`config.mk`:
```
export PLATFORM = sky130hd
export DESIGN_NAME = l2_reqs_tracker
export DESIGN_NICKNAME = d
export VERILOG_FILES = /design/src/rtl/spandex_pkg.sv /design/src/rtl/l2_reqs_prio_enc.sv /design/src/rtl/l2_reqs_tracker.sv
export SDC_FILE = /design/constraint.sdc
export NUM_CORES = 1
export LEC_CHECK = 0
export CORE_AREA = 2 2 193 195
export CTS_CLUSTER_DIAMETER = 200
export CTS_CLUSTER_SIZE = 12
export DETAILED_ROUTE_END_ITERATION = 10
export DIE_AREA = 0 0 195 197
export HOLD_SLACK_MARGIN = 0.08
export PLACE_DENSITY = 0.85
export SLEW_MARGIN = 20
export SYNTH_ARGS = -nofsm -noshare
export SYNTH_HDL_FRONTEND = slang
export SYNTH_SLANG_ARGS = --single-unit
```
`constraint.sdc`:
```
create_clock -name clk -period 18.3 [get_ports clk]
set_clock_uncertainty 0.15 [all_clocks]
set_input_delay 4.575 -clock clk [delete_from_list [all_inputs] [get_ports clk]]
set_output_delay 4.575 -clock clk [all_outputs]
set_load 0.01 [all_outputs]
```
`src/rtl/spandex_pkg.sv`:
```
// Shared spandex definitions: the INVALID state encoding, the default tracker depth and the L2 request-entry layout.
package spandex_pkg;

    localparam int unsigned L2_REQS_N_ENTRIES = 4;
    localparam int unsigned ST_INVALID        = 0;

    localparam int unsigned REQS_TAG_W = 20;
    localparam int unsigned REQS_SET_W = 8;
    localparam int unsigned REQS_ST_W  = 5;
    localparam int unsigned REQS_CNT_W = 4;
    localparam int unsigned REQS_PAY_W = 64;

    // Entry layout at the default widths, for callers that carry entries around whole.
    typedef struct packed {
        logic [REQS_ST_W-1:0]  state;
        logic [REQS_TAG_W-1:0] tag;
        logic [REQS_SET_W-1:0] set;
        logic [REQS_CNT_W-1:0] cnt;
        logic [REQS_PAY_W-1:0] payload;
    } reqs_entry_t;

endpackage

```
`src/rtl/l2_reqs_prio_enc.sv`:
```
// Priority encoder over a request vector; HIGH selects highest set index, else lowest.
// Purely combinational; returns 0 when no request bit is set.
module l2_reqs_prio_enc #(
    parameter int N    = 4,
    parameter int W    = 2,
    parameter bit HIGH = 1'b0
) (
    input  logic [N-1:0] req,
    output logic [W-1:0] idx
);

    always_comb begin
        idx = '0;
        if (HIGH) begin
            for (int i = 0; i < N; i++) begin
                if (req[i]) idx = W'(i);
            end
        end else begin
            for (int i = N - 1; i >= 0; i--) begin
                if (req[i]) idx = W'(i);
            end
        end
    end

endmodule

```
`src/rtl/l2_reqs_tracker.sv`:
```
// L2 outstanding-request table: alloc/free/state writes, tag+set lookup, invack counting.
// Lookup, inv_done and occupancy outputs are registered (1 cycle); alloc_ready drops when full.
module l2_reqs_tracker
    import spandex_pkg::*;
#(
    parameter int N_ENTRIES = L2_REQS_N_ENTRIES,
    parameter int TAG_W     = 20,
    parameter int SET_W     = 8,
    parameter int ST_W      = 5,
    parameter int CNT_W     = 4,
    parameter int PAY_W     = 64,
    localparam int IDX_W    = $clog2(N_ENTRIES)
) (
    input  logic             clk,
    input  logic             rst,
    input  logic             alloc_valid,
    output logic             alloc_ready,
    input  logic [TAG_W-1:0] alloc_tag,
    input  logic [SET_W-1:0] alloc_set,
    input  logic [ST_W-1:0]  alloc_state,
    input  logic [PAY_W-1:0] alloc_payload,
    output logic [IDX_W-1:0] alloc_idx,
    input  logic             lookup_en,
    input  logic [TAG_W-1:0] lookup_tag,
    input  logic [SET_W-1:0] lookup_set,
    output logic             lookup_hit,
    output logic [IDX_W-1:0] lookup_idx,
    output logic             set_conflict,
    input  logic             wr_state_en,
    input  logic [IDX_W-1:0] wr_state_idx,
    input  logic [ST_W-1:0]  wr_state_data,
    input  logic             free_en,
    input  logic [IDX_W-1:0] free_idx,
    input  logic             inv_ld_en,
    input  logic [IDX_W-1:0] inv_ld_idx,
    input  logic [CNT_W-1:0] inv_ld_cnt,
    input  logic             inv_dec_en,
    input  logic [IDX_W-1:0] inv_dec_idx,
    output logic             inv_done,
    output logic [IDX_W-1:0] inv_done_idx,
    input  logic [IDX_W-1:0] rd_idx,
    output logic [ST_W-1:0]  rd_state,
    output logic [TAG_W-1:0] rd_tag,
    output logic [PAY_W-1:0] rd_payload,
    output logic [CNT_W-1:0] rd_cnt,
    output logic             full,
    output logic             empty,
    output logic [IDX_W:0]   free_cnt
);

    localparam logic [ST_W-1:0] ST_INV = ST_W'(ST_INVALID);

    logic [ST_W-1:0]  state_q [N_ENTRIES];
    logic [ST_W-1:0]  state_d [N_ENTRIES];
    logic [TAG_W-1:0] tag_q   [N_ENTRIES];
    logic [TAG_W-1:0] tag_d   [N_ENTRIES];
    logic [SET_W-1:0] set_q   [N_ENTRIES];
    logic [SET_W-1:0] set_d   [N_ENTRIES];
    logic [PAY_W-1:0] pay_q   [N_ENTRIES];
    logic [PAY_W-1:0] pay_d   [N_ENTRIES];
    logic [CNT_W-1:0] cnt_q   [N_ENTRIES];
    logic [CNT_W-1:0] cnt_d   [N_ENTRIES];

    logic [N_ENTRIES-1:0] valid, tag_match, set_match, done_vec;
    logic [IDX_W-1:0]     lk_idx;
    logic                 alloc_fire;

    logic             lookup_hit_q, lookup_hit_d, set_conflict_q, set_conflict_d;
    logic [IDX_W-1:0] lookup_idx_q, lookup_idx_d, inv_done_idx_q, inv_done_idx_d;
    logic             inv_done_q, inv_done_d, full_q, full_d, empty_q, empty_d;
    logic [IDX_W:0]   free_cnt_q, free_cnt_d;

    always_comb begin
        for (int i = 0; i < N_ENTRIES; i++) begin
            valid[i]     = (state_q[i] != ST_INV);
            set_match[i] = valid[i] && (set_q[i] == lookup_set);
            tag_match[i] = set_match[i] && (tag_q[i] == lookup_tag);
        end
    end

    l2_reqs_prio_enc #(.N(N_ENTRIES), .W(IDX_W), .HIGH(1'b0)) u_alloc_enc (
        .req (~valid),
        .idx (alloc_idx)
    );

    l2_reqs_prio_enc #(.N(N_ENTRIES), .W(IDX_W), .HIGH(1'b1)) u_lookup_enc (
        .req (tag_match),
        .idx (lk_idx)
    );

    assign alloc_ready = !full_q;
    assign alloc_fire  = alloc_valid && alloc_ready;

    always_comb begin
        done_vec       = '0;
        free_cnt_d     = '0;
        inv_done_idx_d = '0;
        for (int i = 0; i < N_ENTRIES; i++) begin
            state_d[i] = state_q[i];
            tag_d[i]   = tag_q[i];
            set_d[i]   = set_q[i];
            pay_d[i]   = pay_q[i];
            cnt_d[i]   = cnt_q[i];

            if (wr_state_en && wr_state_idx == IDX_W'(i)) state_d[i] = wr_state_data;
            if (free_en && free_idx == IDX_W'(i))         state_d[i] = ST_INV;
            // The alloc target is always invalid, so it never collides with a free.
            if (alloc_fire && alloc_idx == IDX_W'(i)) begin
                state_d[i] = alloc_state;
                tag_d[i]   = alloc_tag;
                set_d[i]   = alloc_set;
                pay_d[i]   = alloc_payload;
                cnt_d[i]   = '1;
            end

            if (valid[i]) begin
                if (inv_ld_en && inv_ld_idx == IDX_W'(i)) begin
                    cnt_d[i]    = inv_ld_cnt;
                    done_vec[i] = (inv_ld_cnt == '0);
                end else if (inv_dec_en && inv_dec_idx == IDX_W'(i) && cnt_q[i] != '0) begin
                    cnt_d[i]    = cnt_q[i] - 1'b1;
                    done_vec[i] = (cnt_q[i] == CNT_W'(1));
                end
            end

            if (state_d[i] == ST_INV) free_cnt_d = free_cnt_d + (IDX_W+1)'(1);
            if (done_vec[i]) inv_done_idx_d = IDX_W'(i);
        end

        inv_done_d     = |done_vec;
        full_d         = (free_cnt_d == '0);
        empty_d        = (free_cnt_d == (IDX_W+1)'(N_ENTRIES));
        lookup_hit_d   = lookup_en ? |tag_match : lookup_hit_q;
        lookup_idx_d   = lookup_en ? lk_idx     : lookup_idx_q;
        set_conflict_d = lookup_en ? |set_match : set_conflict_q;
    end

    always_ff @(posedge clk or posedge rst) begin
        if (rst) begin
            for (int i = 0; i < N_ENTRIES; i++) begin
                state_q[i] <= ST_INV;
                tag_q[i]   <= '0;
                set_q[i]   <= '0;
                pay_q[i]   <= '0;
                cnt_q[i]   <= '0;
            end
            lookup_hit_q   <= 1'b0;
            lookup_idx_q   <= '0;
            set_conflict_q <= 1'b0;
            inv_done_q     <= 1'b0;
            inv_done_idx_q <= '0;
            full_q         <= 1'b0;
            empty_q        <= 1'b1;
            free_cnt_q     <= (IDX_W+1)'(N_ENTRIES);
        end else begin
            for (int i = 0; i < N_ENTRIES; i++) begin
                state_q[i] <= state_d[i];
                tag_q[i]   <= tag_d[i];
                set_q[i]   <= set_d[i];
                pay_q[i]   <= pay_d[i];
                cnt_q[i]   <= cnt_d[i];
            end
            lookup_hit_q   <= lookup_hit_d;
            lookup_idx_q   <= lookup_idx_d;
            set_conflict_q <= set_conflict_d;
            inv_done_q     <= inv_done_d;
            inv_done_idx_q <= inv_done_idx_d;
            full_q         <= full_d;
            empty_q        <= empty_d;
            free_cnt_q     <= free_cnt_d;
        end
    end

    // inv_done carries a single index, so two entries finishing together cannot be reported.
    always_ff @(posedge clk) begin
        if (!rst) assert ($onehot0(done_vec));
    end

    assign lookup_hit   = lookup_hit_q;
    assign lookup_idx   = lookup_idx_q;
    assign set_conflict = set_conflict_q;
    assign inv_done     = inv_done_q;
    assign inv_done_idx = inv_done_idx_q;
    assign full         = full_q;
    assign empty        = empty_q;
    assign free_cnt     = free_cnt_q;

    assign rd_state   = state_q[rd_idx];
    assign rd_tag     = tag_q[rd_idx];
    assign rd_payload = pay_q[rd_idx];
    assign rd_cnt     = cnt_q[rd_idx];

endmodule

```
# Word level (Yosys, flattened, before mapping)
# Cells that the tools add are included.
# classes
order_cmp	1
n_reduce_logical	56
shifts	0
n_eq_ne	28
div_mod_pow	0
multipliers	0
bitwise_logic	2
addsub	7
n_mux	66
# ops
cell	n
$bmux W64 S2	1
$mux W64	2
$eq A20 B20 Y1	4
$mux W4	18
$mux W5	14
$bmux W20 S2	1
$mux W20	2
$logic_and A1 B1 Y1	33
$eq A8 B8 Y1	4
$eq A2 B2 Y1 const B	10
$logic_not A5 Y1	4
$reduce_bool A5 Y1	4
$eq A4 B1 Y1 const B	4
$mux W2	8
$reduce_bool A4 Y1	4
$sub A4 B1 Y4 const B	4
$mux W1	15
$reduce_or A4 Y1	3
$bmux W5 S2	1
$eq A2 B1 Y1 const B	5
$logic_not A2 Y1	5
$add A3 B1 Y3 const B	3
$mux W3	3
$bmux W4 S2	1
7 further kinds	7
# word_totals
input_bits	152
output_inout_bits	108
reg_bits	416
mem_bits_rw	0
latch_bits	0
word_cells	188
n_memories	0
rom_bits	0

# Longest topological paths before layout
# Gate-level depths: netlist (run 1).
# depth
ltp_word	18
depth_mapped	18
ltp_nobuf	16

# Cells and area by module
# A second synthesis (run 1) with hierarchy kept.
# hier_totals
cells_unflattened	1388
area_unflattened_um2	20040.5
# by_module_without_submodules
module	area_each_um2	seq_area_each_um2	instances	cells_per_inst
l2_reqs_tracker	19995.4	10412.5	1	1380
l2_reqs_prio_enc at u_alloc_enc	27.5	0.0	1	5
l2_reqs_prio_enc at u_lookup_enc	17.5	0.0	1	3

# Worst setup path before layout (run 1)
# Ideal clock, no wire load.
# synth_timing
kind	input-to-output
from	input rd_idx[0]
to	output rd_payload[0]
required_ps	13575
arrival_time_ps	6064
n_path_buf	2
path_slack_ps	7511
stages	3
cell_sequence	clkbuf_1 -> buf_1 -> mux4_2
# synth_between
elab_chain_len	4
# synth_lines
item	line	source
start, declared	l2_reqs_tracker.sv:41	input logic [IDX_W-1:0] rd_idx,
$not A2 Y3 (implied by the code)	l2_reqs_tracker.sv:190	assign rd_payload = pay_q[rd_idx];
$bmux W64 S2	l2_reqs_tracker.sv:190	
$mux W64 (implied by the code) (2 in series)	l2_reqs_tracker.sv:190	
end, declared	l2_reqs_tracker.sv:44	output logic [PAY_W-1:0] rd_payload,
# Every way passes these cells. The select of a mux whose other input is x is not followed.

# Worst setup path in the final report (run 1)
# layout_timing
from	input rd_idx[0]
to	output rd_payload[51]
# The elaborated chain is that of the path after synthesis.

==> results of run 1 <==
worst max-delay path: cells and delay by family:
family	cells	cell delay (ps)
buf+inv	3	1890
mux	1	620
stage by stage:
step,worst slack (ps),cell area (um2),hold slack (ps)
2_1_floorplan,2000,20100,290
6_report,6460,24200,327
3_5_place_dp,6370,23100,309
3_3_place_gp,6450,23100,305
4_1_cts,6360,24200,327
5_1_grt,6200,24200,341
synth_stat cells (3+ instances only):
master	instances	area [um2]
sky130_fd_sc_hd__o21ai_0	8	40.0
sky130_fd_sc_hd__buf_2	3	15.0
sky130_fd_sc_hd__nand3b_1	3	22.5
sky130_fd_sc_hd__or2_2	3	18.8
sky130_fd_sc_hd__nor2_1	47	176
sky130_fd_sc_hd__xor2_1	60	526
sky130_fd_sc_hd__ha_1	11	138
sky130_fd_sc_hd__nand4_1	17	106
sky130_fd_sc_hd__a21oi_1	24	120
sky130_fd_sc_hd__nor3b_1	5	37.5
sky130_fd_sc_hd__mux4_2	93	2090
sky130_fd_sc_hd__mux2i_1	26	260
sky130_fd_sc_hd__a211oi_1	3	22.5
sky130_fd_sc_hd__buf_1	27	101
sky130_fd_sc_hd__or4_1	4	30.0
sky130_fd_sc_hd__or2_1	4	25.0
sky130_fd_sc_hd__nand3_1	19	95.1
sky130_fd_sc_hd__clkbuf_1	64	240
sky130_fd_sc_hd__xnor2_1	56	490
sky130_fd_sc_hd__nor4_1	22	138
sky130_fd_sc_hd__mux2_2	191	2150
sky130_fd_sc_hd__dfrtp_1	414	10400
sky130_fd_sc_hd__or3_1	6	37.5
sky130_fd_sc_hd__o22ai_1	13	81.3
sky130_fd_sc_hd__inv_1	20	75.1
sky130_fd_sc_hd__o31ai_1	8	60.1
sky130_fd_sc_hd__nand2_1	577	2170
sky130_fd_sc_hd__nor3_1	19	95.1
state kept, by name (all words and copies together), names as in the netlist:
register      flops
lookup_idx        2
full              1
set_conflict      1
free_cnt          3
inv_done_idx      2
state_q          20
set_q            32
inv_done          1
cnt_q            16
empty             1
pay_q           256
lookup_hit        1
tag_q            80
worst max-delay path by stage:
stage	slack [ps]	to	depth (start not counted)
after detailed placement	6370	rd_cnt[0]	4
after global routing	6200	rd_cnt[0]	4
after floorplan	2000	cnt_q[0]	1
after global placement	6450	rd_payload[60]	4
final	6460	rd_payload[51]	4
after CTS	6360	rd_payload[51]	4
layout make-up:
type                            instances  area, um2  share of cell area (%)
Clock buffer                           48       1050                    4.35
Tap cell                              468        586                    2.42
Sequential cell                       416      10400                    43.0
Antenna cell                            3       7.51                  0.0310
Timing Repair Buffer                  276       2740                    11.3
Multi-Input combinational cell       1251       9270                    38.3
Clock inverter                          3       47.5                   0.196
Inverter                               20       82.6                   0.341
power groups by stage:
stage	Sequential (uW)	Clock, uW	Combinational (uW)
3_5_place_dp	1700	0	1640
2_1_floorplan	1560	0	1090
3_3_place_gp	1690	0	1560
6_report	1710	749	1650
4_1_cts	1690	761	1650
5_1_grt	1740	797	1780
cells by family after synthesis:
family / share of synthesized area [%]
AND/OR/NAND/NOR: 15.3
flip-flops: 51.9
multiplexers: 22.5
XOR/XNOR: 5.22
buffers and inverters: 2.19
AO/OA/AOI/OAI: 2.21
adder cells (fa/ha/maj): 0.685
routing by layer:
metal	share of wire [%]	vias up	wire length, um	global-route usage (%)
met5	0.023	-	13	0
met4	5.0	2	2820	14.9
met3	9.2	201	5180	6.91
met2	48	820	27100	48.9
met1	38	7539	21400	37.5
li1	-	6518	-	-
==> metrics, run 1 <==
count of antenna-violating nets left after detailed routing 0; DR iter-0 viols about 1200; core area between 30000 and 40000 um2; net switching share of the total power around 36%; max-cap check violation count 0; Hold Path Origin pay_q[244]; Avg Synthesized Cell Area roughly 11 um2; unrepaired setup endpoints after global routing false; cells after synthesis approximately 1800; fraction of registers with async set/reset between 90% and 100%; aggregate global-route resource usage 29.8%; final clock period utilization by the worst path approximately two thirds; count of unresolved DRC violations after routing 2; clock-pin slew of the registers on the worst-case setup and hold paths 70 ps; kind of capture point of the worst setup path output port; Via Count ~15000; register share of total power between 40% and 50%; final design utilization about two thirds; DR vias/cell between 6 and 7; Reg2Reg Capture Point empty; CTS tree built; Root Buffer sky130_fd_sc_hd__clkbuf_16; slowest CP cell sky130_fd_sc_hd__buf_4; leakage power figure roughly 0.011 uW; total gr overflow 0; violated checks design-rule violations; critical path's largest stage delay 840 ps; max-slew violation total from the final report 0; initial antenna violation count 4; Min-Delay Path Class flip-flop to flip-flop; number of nets in the layout roughly 2200; fraction of final layout cells sized beyond drive strength 1 between 10% and 20%; highest fanout seen on the critical path between 40 and 50; max-slew headroom at the worst pin 31.7%; Power Density approximately 170 nW/um2; Area growth, synth to finish 20.5%; worst reg2reg startpoint state_q[2]; sequential share of the synthesized area 51.9%; register-to-register setup slack between 10000 and 15000 ps; EDFF count, synth 0; Comb power frac between 40% and 50%; most frequent cells in the layout sky130_fd_sc_hd__nand2_1 (577), sky130_fd_sc_hd__dfrtp_1 (414), sky130_fd_sc_hd__clkdlybuf4s50_1 (257); result of the run finished with violations; Cell variety after synth 56; most frequent standard cell in the layout excluding fill and tap cells sky130_fd_sc_hd__nand2_1; post-synthesis cell area 20100 um2; crit start category input port; HPWL after DPL about 38 mm; width of the die a little under 200 um; final cell count without fillers approximately 2500; final setup violating endpoints 0; Num CTS Buffers 40; number of global-route vias before repair about 16000; number of cells traversed by the worst hold path 2; setup_tns 0 ps; switching component of the power 1480 uW; global-route wire length before repair approximately 89 mm; pin count of the biggest net entering global routing 107; last weighted congestion value of the routability-driven placer roughly 1.0; I/O pin count 260; Hold Buf Count CTS 0; start-to-end type of the worst setup path input port to output port; count of warnings emitted by yosys 0; Critical Path RT around 14000 ps; hold path endpoint pay_q[244]; number of synthesized register bits 416; cells resized by post-CTS repair 0; drt pass-1 iters 8; cell chain of the critical path buf_6, buf_4, mux4_2, clkdlybuf4s50_1; H-Tree Depth 2; data arrival at the endpoint of the critical path just over 7000 ps; syn_nets between 1500 and 2000; count of buffers inserted at the top-level ports 259; Pwr Total 4110 uW; VDD IR max ~0.11 mV; fillcell total roughly 2600; startpoint of the worst setup timing path rd_idx[0]; Die Outline Area around 38000 um2; effective utilization at floorplan a little under three fifths; number of setup buffers added after CTS 0; Worst Tran Pin Value roughly 1000 ps; cell count of the worst reg-to-reg path 14; minimum clock period roughly 12000 ps; Sink Count 416; clock share of power 18.2%; placed cell count ~2400; hold violation total from the final report 0; most common flop cell mapped by yosys sky130_fd_sc_hd__dfrtp_1; routed wirelength normalized by instance count 22.7 um; clock network latency to the later pin of the worst-skew pair around 540 ps; cell-internal power 2620 uW; routed wire length 56.5 mm; Achievable Freq 84.4 MHz; vertical die dimension just under 200 um; maximum clock insertion buffer count 3; floorplan row count 70
(Power assumes the default switching activity.)
==> run 2, diff against run 1 <==
==> constraint.sdc (replaced) <==
create_clock -name clk -period 12.3 [get_ports clk]
set_clock_uncertainty 0.15 [all_clocks]
set_input_delay 3.075 -clock clk [delete_from_list [all_inputs] [get_ports clk]]
set_output_delay 3.075 -clock clk [all_outputs]
set_load 0.01 [all_outputs]
==> metrics, run 2 (same netlist as run 1, synthesis figures left out) <==
Die Outline Area 38400 um2; I/O pin count 260; Hold Buf Count CTS 0; hold violation total from the final report 0; worst reg2reg startpoint state_q[2]; Num CTS Buffers 40; result of the run finished with violations; final setup violating endpoints 0; crit start category input port; clock-pin slew of the registers on the worst-case setup and hold paths 60 ps; start-to-end type of the worst setup path input port to output port; Via Count roughly 15000; CTS tree built; leakage power figure between 0.01 and 0.015 uW; unrepaired setup endpoints after global routing false; clock share of power a little under a fifth; Sink Count 416; WP buf/inv 3; Worst Tran Pin Value 1140 ps; routed wirelength normalized by instance count about 23 um; Root Buffer sky130_fd_sc_hd__clkbuf_16; width of the die 195 um; register-to-register setup slack between 7000 and 8000 ps; max-cap check violation count 0; Min-Delay Path Class flip-flop to flip-flop; drt pass-1 iters 10; hold path endpoint pay_q[236]; number of cells traversed by the worst hold path 2; initial antenna violation count 2; core area between 30000 and 40000 um2; register share of total power about two fifths; most flop-heavy register pay_q; vertical die dimension ~200 um; Critical Path RT 9070 ps; critical path's largest stage delay 780 ps; data arrival at the endpoint of the critical path ~5500 ps; cell count of the worst reg-to-reg path 14; count of buffers inserted at the top-level ports roughly 260; minimum clock period ~8700 ps; startpoint of the worst setup timing path rd_idx[1]; aggregate global-route resource usage between 30% and 40%; fillcell total ~2700; final clock period utilization by the worst path between 70% and 80%; kind of capture point of the worst setup path output port; global-route wire length before repair a little under 90 mm; category of cells accounting for the largest share of critical-path delay buffers and inverters; cell-internal power approximately 3900 uW; clock network latency to the later pin of the worst-skew pair between 500 and 600 ps; maximum clock insertion buffer count 3; number of setup buffers added after CTS 0; max-slew violation total from the final report 0; cells resized by post-CTS repair 0; most frequent cells in the layout sky130_fd_sc_hd__nand2_1 (577), sky130_fd_sc_hd__dfrtp_1 (414), sky130_fd_sc_hd__clkdlybuf4s50_1 (257); Reg2Reg Capture Point empty; biggest regs pay_q: 256 flops, tag_q: 80 flops, set_q: 32 flops; setup_tns 0 ps; switching component of the power 2190 uW; HPWL after DPL ~38 mm; violated checks design-rule violations; count of antenna-violating nets left after detailed routing 0; highest fanout seen on the critical path 50; count of unresolved DRC violations after routing 2; number of nets in the layout about 2200; flip-flop count of the largest register, all copies and words added about 260; most frequent standard cell in the layout excluding fill and tap cells sky130_fd_sc_hd__nand2_1; VDD IR max 0.155 mV; fraction of final layout cells sized beyond drive strength 1 ~18%; effective utilization at floorplan a little under three fifths; Comb power frac 40.2%; DR iter-0 viols about 1100; DR vias/cell about 6.1; Hold Path Origin pay_q[236]; Pwr Total 6100 uW; most common cell type on the critical path sky130_fd_sc_hd__buf_4; slowest CP cell sky130_fd_sc_hd__buf_4; total gr overflow 0; Area growth, synth to finish 20.6%; net switching share of the total power 35.9%; max-slew headroom at the worst pin between 20% and 30%; routed wire length about 57 mm; Achievable Freq approximately 110 MHz; Power Density ~250 nW/um2; pin count of the biggest net entering global routing 170; cell chain of the critical path buf_4, buf_4, mux4_2, clkdlybuf4s50_1; floorplan row count 70; last weighted congestion value of the routability-driven placer 1.03; H-Tree Depth 2; number of global-route vias before repair roughly 16000
-- run 2: changes by cell type in the layout (fill, tap and decap cells not counted) --
cell,before,now
sky130_fd_sc_hd__inv_8,1,0
sky130_fd_sc_hd__clkbuf_1,7,15
sky130_fd_sc_hd__buf_16,1,0
sky130_fd_sc_hd__buf_12,0,2
sky130_fd_sc_hd__inv_6,2,0
sky130_fd_sc_hd__clkinvlp_4,0,1
sky130_fd_sc_hd__buf_4,16,15
-- run 2: power by group through the flow --
stage	combinational, uW	sequential (uW)	clock [uW]
2_1_floorplan	1630	2320	0
3_3_place_gp	2330	2490	0
3_5_place_dp	2440	2520	0
4_1_cts	2460	2500	1140
5_1_grt	2650	2580	1200
6_report	2450	2530	1120
-- run 2: how the worst max path moves through the flow --
stage	cells past startpoint	slack [ps]	end
2_1_floorplan	1	3470	cnt_q[0]
3_3_place_gp	4	3630	rd_tag[19]
3_5_place_dp	4	3570	rd_tag[19]
4_1_cts	4	3560	rd_tag[19]
5_1_grt	4	3470	rd_tag[19]
6_report	4	3570	rd_tag[19]
-- run 2: final cells by class --
cell class | instances | area (um2) | share of cell area, %
tap | 468 | 586 | 2.42
antenna | 3 | 7.51 | 0.0310
multi-input combinational | 1251 | 9270 | 38.3
sequential | 416 | 10400 | 43.0
timing repair buffer | 276 | 2750 | 11.3
clock inverter | 1 | 30.0 | 0.124
clock buffer | 56 | 1080 | 4.47
inverter | 20 | 78.8 | 0.326
-- run 2: through the flow --
| stage | std cells | instance area (um2) | hold WS (ps) | worst slack, ps | util (%) |
|---|---|---|---|---|---|
| 2_1_floorplan | 1782 | 20100 | 290 | 3470 | - |
| 6_report | 2491 | 24200 | 321 | 3570 | 66.8 |
| 5_1_grt | 2490 | 24200 | 340 | 3470 | 66.8 |
| 4_1_cts | 2488 | 24200 | 326 | 3560 | 66.7 |
| 3_5_place_dp | 2431 | 23100 | 310 | 3570 | 63.7 |
| 3_3_place_gp | 2431 | 23100 | 305 | 3630 | 63.7 |
-- run 2: per-layer routing --
metal	up-vias	share of wire, %	routed length, um	GRT usage (%)
met1	7581	38	21800	38.4
li1	6539	-	-	-
met5	-	0	0	0
met2	800	49	27500	49.6
met4	0	4.7	2640	14.3
met3	159	8.3	4710	6.28
-- run 2: tightest hold or removal path, stage by stage, from the launching register on --
cell	delay (ps)
sky130_fd_sc_hd__dfrtp_1	340
sky130_fd_sc_hd__nand2_1	50
sky130_fd_sc_hd__nand2_1	50
==> run 3, diff against run 2 <==
==> constraint.sdc (replaced) <==
create_clock -name clk -period 8.85 [get_ports clk]
set_clock_uncertainty 0.15 [all_clocks]
set_input_delay 2.2125 -clock clk [delete_from_list [all_inputs] [get_ports clk]]
set_output_delay 2.2125 -clock clk [all_outputs]
set_load 0.01 [all_outputs]
==> metrics, run 3 (same netlist as run 1, synthesis figures left out) <==
Power Density ~350 nW/um2; Sink Count between 400 and 500; effective utilization at floorplan 55.4%; setup_tns 0 ps; routed wire length ~55 mm; Root Buffer sky130_fd_sc_hd__clkbuf_16; number of global-route vias before repair between 15000 and 20000; leakage power figure roughly 0.011 uW; max-slew headroom at the worst pin between 20% and 30%; total gr overflow 0; cells resized by post-CTS repair 0; initial antenna violation count 3; Min-Delay Path Class flip-flop to flip-flop; setup slack at placement 2080 ps; count of antenna-violating nets left after detailed routing 0; aggregate global-route resource usage 29.0%; max-slew violation total from the final report 0; clock-pin slew of the registers on the worst-case setup and hold paths about 60 ps; final setup violating endpoints 0; violated checks design-rule violations; start-to-end type of the worst setup path input port to output port; Critical Path RT about 6500 ps; CTS tree built; Die Outline Area roughly 38000 um2; count of unresolved DRC violations after routing 1; Area growth, synth to finish 20.6%; minimum hold slack around 320 ps; result of the run finished with violations; I/O pin count 260; hold violation total from the final report 0; Hold Buf Count CTS 0; Via Count 15000; VDD IR max between 0.2 and 0.25 mV; Num CTS Buffers 40; minimum clock period 6810 ps; kind of capture point of the worst setup path output port; Achievable Freq about 150 MHz; pin count of the biggest net entering global routing 194; H-Tree Depth 2; max-cap check violation count 0; drt pass-1 iters 10; width of the die 195 um; most frequent standard cell in the layout excluding fill and tap cells sky130_fd_sc_hd__nand2_1; clock network latency to the later pin of the worst-skew pair about 550 ps; routed wirelength normalized by instance count 22.1 um; maximum clock insertion buffer count 3; highest fanout seen on the critical path 67; final clock period utilization by the worst path ~77%; Worst Tran Pin Value ~1100 ps; vertical die dimension between 150 and 200 um; global-route wire length before repair approximately 87 mm; crit start category input port; smallest setup slack after layout 2040 ps; DR iter-0 viols roughly 1200; DR vias/cell just over 6; number of nets in the layout 2167; unrepaired setup endpoints after global routing false; most frequent cells in the layout sky130_fd_sc_hd__nand2_1 (577), sky130_fd_sc_hd__dfrtp_1 (414), sky130_fd_sc_hd__clkdlybuf4s50_1 (257); flip-flop count of the largest register, all copies and words added ~260; biggest regs pay_q: 256 flops, tag_q: 80 flops, set_q: 32 flops; core area 36300 um2; floorplan row count 70; HPWL after DPL roughly 36 mm; last weighted congestion value of the routability-driven placer a little over 1; count of buffers inserted at the top-level ports 259; fraction of final layout cells sized beyond drive strength 1 18.3%; number of setup buffers added after CTS 0; most flop-heavy register pay_q; data arrival at the endpoint of the critical path roughly 4400 ps
run 3: path summary, 6_finish.rpt:
| check | from | end | slack (ps) | cells after the start |
|---|---|---|---|---|
| max in group asynchronous | rst | pay_q[199] | 5000 | 5 |
| min in group asynchronous | rst | inv_done_idx[1] | 2100 | 3 |
| setup reg to reg | state_q[2] | empty | 4000 | 14 |
| hold / removal | pay_q[195] | pay_q[195] | 320 | 2 |
| hold reg to reg | pay_q[195] | pay_q[195] | 320 | 2 |
| setup / recovery | rd_idx[1] | rd_payload[33] | 2040 | 4 |
run 3: report_power, final:
group	internal (uW)	switching (uW)	total, uW
Combinational	1760	1630	3390
Sequential	2800	683	3490
Clock	860	689	1550
run 3: area by class of cell:
class	instances	area (um2)
inverters	20	78.8
diodes	1	2.50
repair buffers	275	2770
fillers	2646	12000
clock buffers	48	1050
flip-flops and latches	416	10400
multi-input cells	1251	9270
well taps	468	586
clock inverters	3	47.5
run 3: through the flow:
step	cells	instance area, um2	util (%)	power (uW)
final	2482	24200	66.8	8430
after global routing	2482	24200	66.8	8890
after CTS	2480	24200	66.7	8440
after detailed placement	2429	23100	63.7	6850
after global placement	2429	23100	63.7	6690
after floorplan	1782	20100	-	5490
run 3: layer usage:
layer	up-vias	GRT usage [%]	part of all wire, %	wire [um]
met4	4	14.3	4.7	2570
li1	6513	-	-	-
met3	172	5.68	8.0	4390
met1	7551	37.1	39	21100
met5	-	0	0.049	27
met2	740	47.7	49	26600
run 3: critical path, stage by stage:
cell and delay [ps]:
sky130_fd_sc_hd__buf_4 810, sky130_fd_sc_hd__buf_4 500, sky130_fd_sc_hd__mux4_2 370, sky130_fd_sc_hd__clkdlybuf4s50_1 510
